--- src/rtl/regfile_wb_arbiter.sv ---
// Two-requester write-back arbiter for a single register-file write port.
// Each requester has a one-entry holder. The oldest holder wins, and same-edge ties alternate round-robin.
module regfile_wb_arbiter #(
  parameter int DATA_WIDTH  = 32,
  parameter int SELECT_SIZE = 5
) (
  input  logic                      clk_i,
  input  logic                      reset_i,
  input  logic                      a_valid_i,
  output logic                      a_ready_o,
  input  logic [SELECT_SIZE-1:0]    a_dst_i,
  input  logic [DATA_WIDTH-1:0]     a_data_i,
  input  logic                      b_valid_i,
  output logic                      b_ready_o,
  input  logic [SELECT_SIZE-1:0]    b_dst_i,
  input  logic [DATA_WIDTH-1:0]     b_data_i,
  output logic                      reg_we_no,
  output logic [SELECT_SIZE-1:0]    reg_dst_o,
  output logic [DATA_WIDTH-1:0]     data_o,
  output logic [(1<<SELECT_SIZE)-1:0] pending_o
);
  // Handshake: a requester transfers on any edge where valid and ready are both high.
  // Ready is derived only from holder state and reset, never from valid.

  logic                   a_held_q, a_held_d, b_held_q, b_held_d;
  logic [SELECT_SIZE-1:0] a_dst_q, b_dst_q, reg_dst_q;
  logic [DATA_WIDTH-1:0]  a_data_q, b_data_q, data_q;
  logic                   reg_we_nq;
  logic                   rr_q, rr_d;
  logic                   tie_q, tie_d;
  logic                   a_older_q, a_older_d;
  logic                   grant_a, grant_b;
  logic                   a_load, b_load;

  always_comb begin
    grant_a = 1'b0;
    grant_b = 1'b0;
    if (a_held_q && b_held_q) begin
      if (tie_q) begin
        grant_a = ~rr_q;
        grant_b = rr_q;
      end else begin
        grant_a = a_older_q;
        grant_b = ~a_older_q;
      end
    end else begin
      grant_a = a_held_q;
      grant_b = b_held_q;
    end
  end

  assign a_ready_o = ~reset_i & (~a_held_q | grant_a);
  assign b_ready_o = ~reset_i & (~b_held_q | grant_b);

  // A write to x0 completes the handshake but is never stored in a holder.
  assign a_load = a_valid_i & a_ready_o & (a_dst_i != '0);
  assign b_load = b_valid_i & b_ready_o & (b_dst_i != '0);

  always_comb begin
    a_held_d  = a_load | (a_held_q & ~grant_a);
    b_held_d  = b_load | (b_held_q & ~grant_b);
    tie_d     = tie_q;
    a_older_d = a_older_q;
    if (a_load && b_load) begin
      tie_d = 1'b1;
    end else if (a_load && b_held_d) begin
      tie_d     = 1'b0;
      a_older_d = 1'b0;
    end else if (b_load && a_held_d) begin
      tie_d     = 1'b0;
      a_older_d = 1'b1;
    end
    rr_d = rr_q ^ (a_held_q & b_held_q & tie_q);
  end

  always_ff @(posedge clk_i) begin
    if (reset_i) begin
      a_held_q  <= 1'b0;
      b_held_q  <= 1'b0;
      a_dst_q   <= '0;
      b_dst_q   <= '0;
      a_data_q  <= '0;
      b_data_q  <= '0;
      rr_q      <= 1'b0;
      tie_q     <= 1'b0;
      a_older_q <= 1'b0;
      reg_we_nq <= 1'b1;
      reg_dst_q <= '0;
      data_q    <= '0;
    end else begin
      a_held_q  <= a_held_d;
      b_held_q  <= b_held_d;
      rr_q      <= rr_d;
      tie_q     <= tie_d;
      a_older_q <= a_older_d;
      if (a_load) begin
        a_dst_q  <= a_dst_i;
        a_data_q <= a_data_i;
      end
      if (b_load) begin
        b_dst_q  <= b_dst_i;
        b_data_q <= b_data_i;
      end
      if (grant_a) begin
        reg_we_nq <= 1'b0;
        reg_dst_q <= a_dst_q;
        data_q    <= a_data_q;
      end else if (grant_b) begin
        reg_we_nq <= 1'b0;
        reg_dst_q <= b_dst_q;
        data_q    <= b_data_q;
      end else begin
        reg_we_nq <= 1'b1;
      end
    end
  end

  always_comb begin
    pending_o = '0;
    if (a_held_q)   pending_o[a_dst_q]   = 1'b1;
    if (b_held_q)   pending_o[b_dst_q]   = 1'b1;
    if (!reg_we_nq) pending_o[reg_dst_q] = 1'b1;
    pending_o[0] = 1'b0;
  end

  assign reg_we_no = reg_we_nq;
  assign reg_dst_o = reg_dst_q;
  assign data_o    = data_q;
endmodule
--- config.mk ---
export PLATFORM = sky130hd
export DESIGN_NAME = regfile_wb_arbiter
export DESIGN_NICKNAME = d
export VERILOG_FILES = /design/src/rtl/regfile_wb_arbiter.sv
export SDC_FILE = /design/constraint.sdc
export NUM_CORES = 1
export LEC_CHECK = 0
export CAP_MARGIN = 10
export CORE_MARGIN = 2
export CORE_UTILIZATION = 40
export DETAILED_ROUTE_END_ITERATION = 8
export PLACE_DENSITY = 0.68
export SLEW_MARGIN = 20
export SYNTH_ARGS = -nofsm -noshare
export SYNTH_HDL_FRONTEND = slang
export SYNTH_SLANG_ARGS = --single-unit
--- constraint.sdc ---
create_clock -name clk_i -period 3.8 [get_ports clk_i]
set_input_delay 1.14 -clock clk_i [delete_from_list [all_inputs] [get_ports clk_i]]
set_output_delay 1.14 -clock clk_i [all_outputs]
set_load 0.05 [all_outputs]
==> impl_metrics.env, run 1 <==
export IMPL_via_count=5662
export IMPL_p_int_mw=2.49
export IMPL_routedWlPerCell_um=18.3
export IMPL_cts_buffer_depth=2
export IMPL_diodes=0
export IMPL_layout_drive_gt1_share_pct=7.93
export IMPL_place_area_um2=7090
export IMPL_rsz0062_at_grt="no"
export IMPL_setup_tns_ps=0
export IMPL_grt_start_max_net_pins=39
export IMPL_post_route_min_period_ps=3700
export IMPL_power_frac_clock_pct=46.3
export IMPL_dp_hpwl_um=12200
export IMPL_cts_sinks=117
export IMPL_floorplan_initialDensity_pct=41.0
export IMPL_post_route_util_pct=58.0
export IMPL_comb_power_share_pct=14.0
export IMPL_vdd_ir_drop_max_uv=292
export IMPL_crit_path_max_fanout=9
export IMPL_drcViolationCount=0
export IMPL_synth_area_um2=5450
export IMPL_drtAntennaViolNets=0
export IMPL_leakage_nw=3.10
export IMPL_worstSetupPathType="register to output port"
export IMPL_syn_num_nets=762
export IMPL_grt_first_pass_wirelength_um=28300
export IMPL_cp_end_kind="output port"
export IMPL_io_buffers=148
export IMPL_crit_path_start="b_held_q"
export IMPL_die_area_um2=14600
export IMPL_nets=885
export IMPL_drv_cap=0
export IMPL_postLayoutCellArea_um2=7710
export IMPL_cp_start_kind="register"
export IMPL_clk_latency_ps=420
export IMPL_timing_hold_violations_final=0
export IMPL_cts_tree="built"
export IMPL_drt_initial_drc_count=585
export IMPL_area_growth_pct=41.3
export IMPL_placed_cells=964
export IMPL_synthFlopType="dfxtp_1"
export IMPL_netlist_top_cells_count="142 x nand2_1, 117 x dfxtp_1, 70 x nand3_1"
export IMPL_regToRegStartpoint="tie_q"
export IMPL_die_h_um=121
export IMPL_stdcell_count=996
export IMPL_post_route_worst_setup_slack_ps=95.8
export IMPL_power_frac_seq_pct=39.7
export IMPL_fmax_mhz=270
export IMPL_maxSlewViolCount=0
export IMPL_finalHoldWorstSlack_ps=448
export IMPL_ys_ff_latch=117
export IMPL_gr_usage_met1_pct=31.7
export IMPL_grt_pass1_vias=5433
export IMPL_wl_um=18200
export IMPL_die_w_um=121
export IMPL_min_delay_start="data_o[21]"
export IMPL_io_pin_count=150
export IMPL_track_usage_pct=24.7
export IMPL_antenna_found_initial=0
export IMPL_htreeDepth=4
export IMPL_setup_viol=0
export IMPL_met3_usage_pct=5.66
export IMPL_ys_seq_area_share_pct=42.9
export IMPL_netSwitchingPower_mw=0.918
export IMPL_powerDensity_nw_per_um2=442
export IMPL_post_route_period_util_pct=97.5
export IMPL_cts_root_buf="clkbuf_16"
export IMPL_rows=42
export IMPL_total_power_mw=3.41
export IMPL_yosysMostFrequentCell="nand2_1"
export IMPL_worstMarginPinSlew_ps=1100
export IMPL_critPathArrivalTime_ps=2560
export IMPL_core_area_um2=13300
export IMPL_synth_area_top_cells="dfxtp_1 43%, nand2_1 9.8%, mux2i_1 6.8%"
export IMPL_place_ws_ps=339
export IMPL_switching_share_pct=26.9
export IMPL_yosys_area_top_type="dfxtp_1"
export IMPL_slew_headroom_pct=26.6
export IMPL_synthCells=684
export IMPL_hold_path_class="register to register"
export IMPL_via_per_inst=5.68
export IMPL_fin_skew_ps=8.55
export IMPL_dr_pass1_iters=6
export IMPL_busiest_layer="met2"
export IMPL_synth_enable_flop_cells=0
export IMPL_cts_made_buffers=17
export IMPL_synthArstFlopShare_pct=0
export IMPL_met2_usage_pct=40.6
export IMPL_cp_required_ps=2660
export IMPL_synth_cell_type_count=37
export IMPL_synth_top_cell_area_share_pct=42.9
export IMPL_synth_warnings=0
export IMPL_gp_congestion=0.919
export IMPL_syn_avg_cell_area_um2=7.97
export IMPL_grt_overflow=0
export IMPL_status="finished clean"
export IMPL_clkTransAtPathRegs_ps=60
-- power groups by stage --
stage	combinational (mW)	sequential [mW]	clock, mW
6_report	0.477	1.35	1.58
5_1_grt	0.506	1.36	1.65
4_1_cts	0.475	1.35	1.58
3_5_place_dp	0.471	1.38	0
3_3_place_gp	0.468	1.37	0
2_1_floorplan	0.226	1.41	0
-- critical path: stages, from the launching register on --
cell,delay (ps)
dfxtp_1,570
and3_1,470
a22oi_1,160
nand2_1,140
clkdlybuf4s50_1,810
-- registers in the layout, summed over array words and instances (netlist names), 5 cells and up --
| signal | cells |
|---|---|
| reg_dst_o | 5 |
| b_dst_q | 5 |
| a_data_q | 32 |
| a_dst_q | 5 |
| b_data_q | 32 |
| data_o | 32 |
-- kinds of logic after synthesis --
| logic type | after synthesis | synth area share, % |
|---|---|---|
| DFF | 117 | 42.9 |
| muxes | 37 | 6.79 |
| AOI/OAI and AO/OA | 196 | 21.9 |
| and+or+nand+nor | 261 | 22.1 |
| buffers and inverters | 71 | 6.10 |
| other | 1 | 0.0688 |
| xor gates and xnor gates | 1 | 0.161 |
-- metal layers --
layer / vias up / share of wire, %
met5: - / 0
met4: 0 / 2.4
met3: 39 / 7.1
met2: 267 / 48
met1: 2671 / 43
li1: 2685 / -
-- final cells by class --
cell class | count | area (µm²)
Fill cell | 1202 | 5590
Multi-Input combinational cell | 496 | 2850
Sequential cell | 117 | 2340
Timing Repair Buffer | 168 | 1680
Clock buffer | 21 | 460
Tap cell | 176 | 220
Clock inverter | 11 | 128
Inverter | 7 | 26.3
-- path summary, 6_finish.rpt --
kind | end | slack [ps] | cells past startpoint
min | data_o[21] | 450 | 2
max | pending_o[11] | 100 | 4
min reg2reg | data_o[21] | 450 | 2
max reg2reg | data_o[6] | 1540 | 5
-- cell usage in the layout, fill, tap and decap left out, types with 19 or more instances in the layout --
cell type	netlist	layout
a21oi_1	42	42
a22oi_1	27	27
buf_4	12	19
clkdlybuf4s50_1	0	138
dfxtp_1	117	117
mux2i_1	37	37
nand2_1	142	142
nand3_1	70	70
o211ai_1	35	35
o21ai_0	66	65
-- timing repair --
| item | 4_1_cts | 5_1_grt |
|---|---|---|
| hold buffers | 0 | 0 |
| setup buffers | 0 | 0 |
| gates resized for setup | 1 | 7 |
| endpoints found under the hold margin | 0 | 0 |
| gates cloned | 0 | 0 |
| setup endpoints to repair | 6 | 7 |
| pin swaps | 0 | 0 |
Power figures use the tool's default switching activity.
==> run 2: changes to the inputs <==
--- a/config.mk
+++ b/config.mk
@@ -8,6 +8,7 @@
 export CAP_MARGIN = 10
 export CORE_MARGIN = 2
 export CORE_UTILIZATION = 40
+export CTS_BUF_LIST = sky130_fd_sc_hd__clkbuf_4 sky130_fd_sc_hd__clkbuf_8
 export DETAILED_ROUTE_END_ITERATION = 8
 export PLACE_DENSITY = 0.68
 export SLEW_MARGIN = 20
==> constraint.sdc (replaced) <==
create_clock -name clk_i -period 3.8 [get_ports clk_i]
set_input_delay 1.14 -clock clk_i [delete_from_list [all_inputs] [get_ports clk_i]]
set_output_delay 1.14 -clock clk_i [all_outputs]
set_load 0.02 [all_outputs]
==> run 2 against run 1 <==
  * Worst setup slack gained 100 ps
  * Total power shrank 16%
  * Register-to-register slack lost 20 ps
  * Routed wire length shrank 3.4%
  * Critical path depth grew 1
  * Clock skew grew 5.7 ps
  * Design area shrank 2.8%
  * Clock power shrank 30%
  * Sequential share of layout area grew 0.88 points
  * Final cell count grew 0.20%
  * Largest power group is now sequential cells
==> impl_metrics.env, run 2 (synthesis gave the netlist of run 1 again) <==
export IMPL_setup_viol=0
export IMPL_cts_tree="built"
export IMPL_layout_drive_gt1_share_pct=8.15
export IMPL_fin_skew_ps=14.2
export IMPL_timing_hold_violations_final=0
export IMPL_cts_root_buf="clkbuf_8"
export IMPL_crit_path_max_fanout=8
export IMPL_hold_buffers=0
export IMPL_cts_resized=0
export IMPL_cts_buffer_depth=2
export IMPL_die_w_um=121
export IMPL_leakage_nw=2.89
export IMPL_status="finished clean"
export IMPL_core_area_um2=13300
export IMPL_critPathArrivalTime_ps=2460
export IMPL_setup_tns_ps=0
export IMPL_nets=887
export IMPL_post_route_period_util_pct=94.8
export IMPL_drcViolationCount=0
export IMPL_maxSlewViolCount=0
export IMPL_drt_initial_drc_count=505
export IMPL_grt_overflow=0
export IMPL_htreeDepth=4
export IMPL_drtAntennaViolNets=0
export IMPL_worstMarginPinSlew_ps=1110
export IMPL_vdd_ir_drop_max_uv=235
export IMPL_hold_path_class="register to register"
export IMPL_cp_start_kind="register"
export IMPL_fmax_mhz=278
export IMPL_rows=42
export IMPL_diodes=0
export IMPL_io_pin_count=150
export IMPL_io_buffers=148
export IMPL_finalHoldWorstSlack_ps=455
export IMPL_routedWlPerCell_um=17.6
export IMPL_grt_pass1_vias=5562
export IMPL_antenna_found_initial=0
export IMPL_cp_end_kind="output port"
export IMPL_powerDensity_nw_per_um2=384
export IMPL_via_per_inst=5.61
export IMPL_floorplan_initialDensity_pct=41.0
export IMPL_rsz0062_at_grt="no"
export IMPL_mostFrequentLayoutCells="147 x clkdlybuf4s50_1, 142 x nand2_1, 117 x dfxtp_1"
export IMPL_final_common_cell="clkdlybuf4s50_1"
export IMPL_drv_cap=0
export IMPL_wl_um=17600
export IMPL_die_area_um2=14600
export IMPL_dr_pass1_iters=6
export IMPL_clkTransAtPathRegs_ps=70
export IMPL_slew_headroom_pct=25.8
export IMPL_dp_hpwl_um=12300
export IMPL_worstSetupPathType="register to output port"
export IMPL_cts_made_buffers=17
export IMPL_clk_latency_ps=420
export IMPL_cp_required_ps=2660
export IMPL_area_growth_pct=37.3
export IMPL_die_h_um=121
export IMPL_grt_start_max_net_pins=46
export IMPL_cts_sinks=117
export IMPL_cts_setup_buffers=0
export IMPL_gp_congestion=0.876
export IMPL_post_route_min_period_ps=3600
export IMPL_grt_first_pass_wirelength_um=28300
export IMPL_via_count=5596
export IMPL_fillers=1213
export IMPL_track_usage_pct=24.3
[run 2: changes by cell type in the layout (fill, tap and decap cells not counted), moves of 2 or more]
cell / delta
clkinvlp_4: -2
clkinv_2: +4
clkbuf_8: +16
clkbuf_1: -2
clkbuf_16: -17
dlymetal6s2s_1: -7
clkdlybuf4s50_1: +9
[run 2: per-stage QoR]
stage                     std cells  power [mW]  setup slack, ps  instance area, µm²  util [%]
after floorplan                 684        1.59              721                5450         -
after global placement          966        1.79              568                7100      53.4
after detailed placement        966        1.79              585                7100      53.4
after CTS                       998        2.89              166                7490      56.3
after global routing            998        2.99             2.78                7490      56.3
final                           998        2.88              199                7490      56.3
[run 2: path summary, 6_finish.rpt]
check / from / to / slack, ps / cells past startpoint
worst min register to register: data_o[1] / data_o[1] / 460 / 2
worst max register to register: tie_q / data_o[20] / 1520 / 5
worst max-delay path: a_held_q / pending_o[30] / 200 / 5
worst min-delay path: data_o[1] / data_o[1] / 460 / 2
[run 2: power breakdown]
group	switching, mW	internal [mW]
Clock	0.505	0.603
Combinational	0.226	0.196
Sequential	0.0534	1.29
[run 2: area by class of cell]
type / instances / area (µm²) / area share [%]
timing repair buffer: 170 / 1670 / 22.3
sequential: 117 / 2340 / 31.3
multi-input combinational: 496 / 2850 / 38.0
tap: 176 / 220 / 2.94
clock inverter: 13 / 133 / 1.77
clock buffer: 19 / 255 / 3.41
inverter: 7 / 26.3 / 0.351
[run 2: routing by layer]
layer	global-route usage (%)	vias up	part of all wire, %
li1	-	2682	-
met1	30.9	2646	44
met2	41.1	246	49
met3	4.91	22	6.0
met4	7.78	0	1.2
met5	0	-	0
[run 2: worst max-delay path, cell delays in order (launching register included)]
cell	delay (ps)
dfxtp_1	480
inv_1	150
nor3b_2	530
a22oi_1	180
nand2_1	110
clkdlybuf4s50_1	600
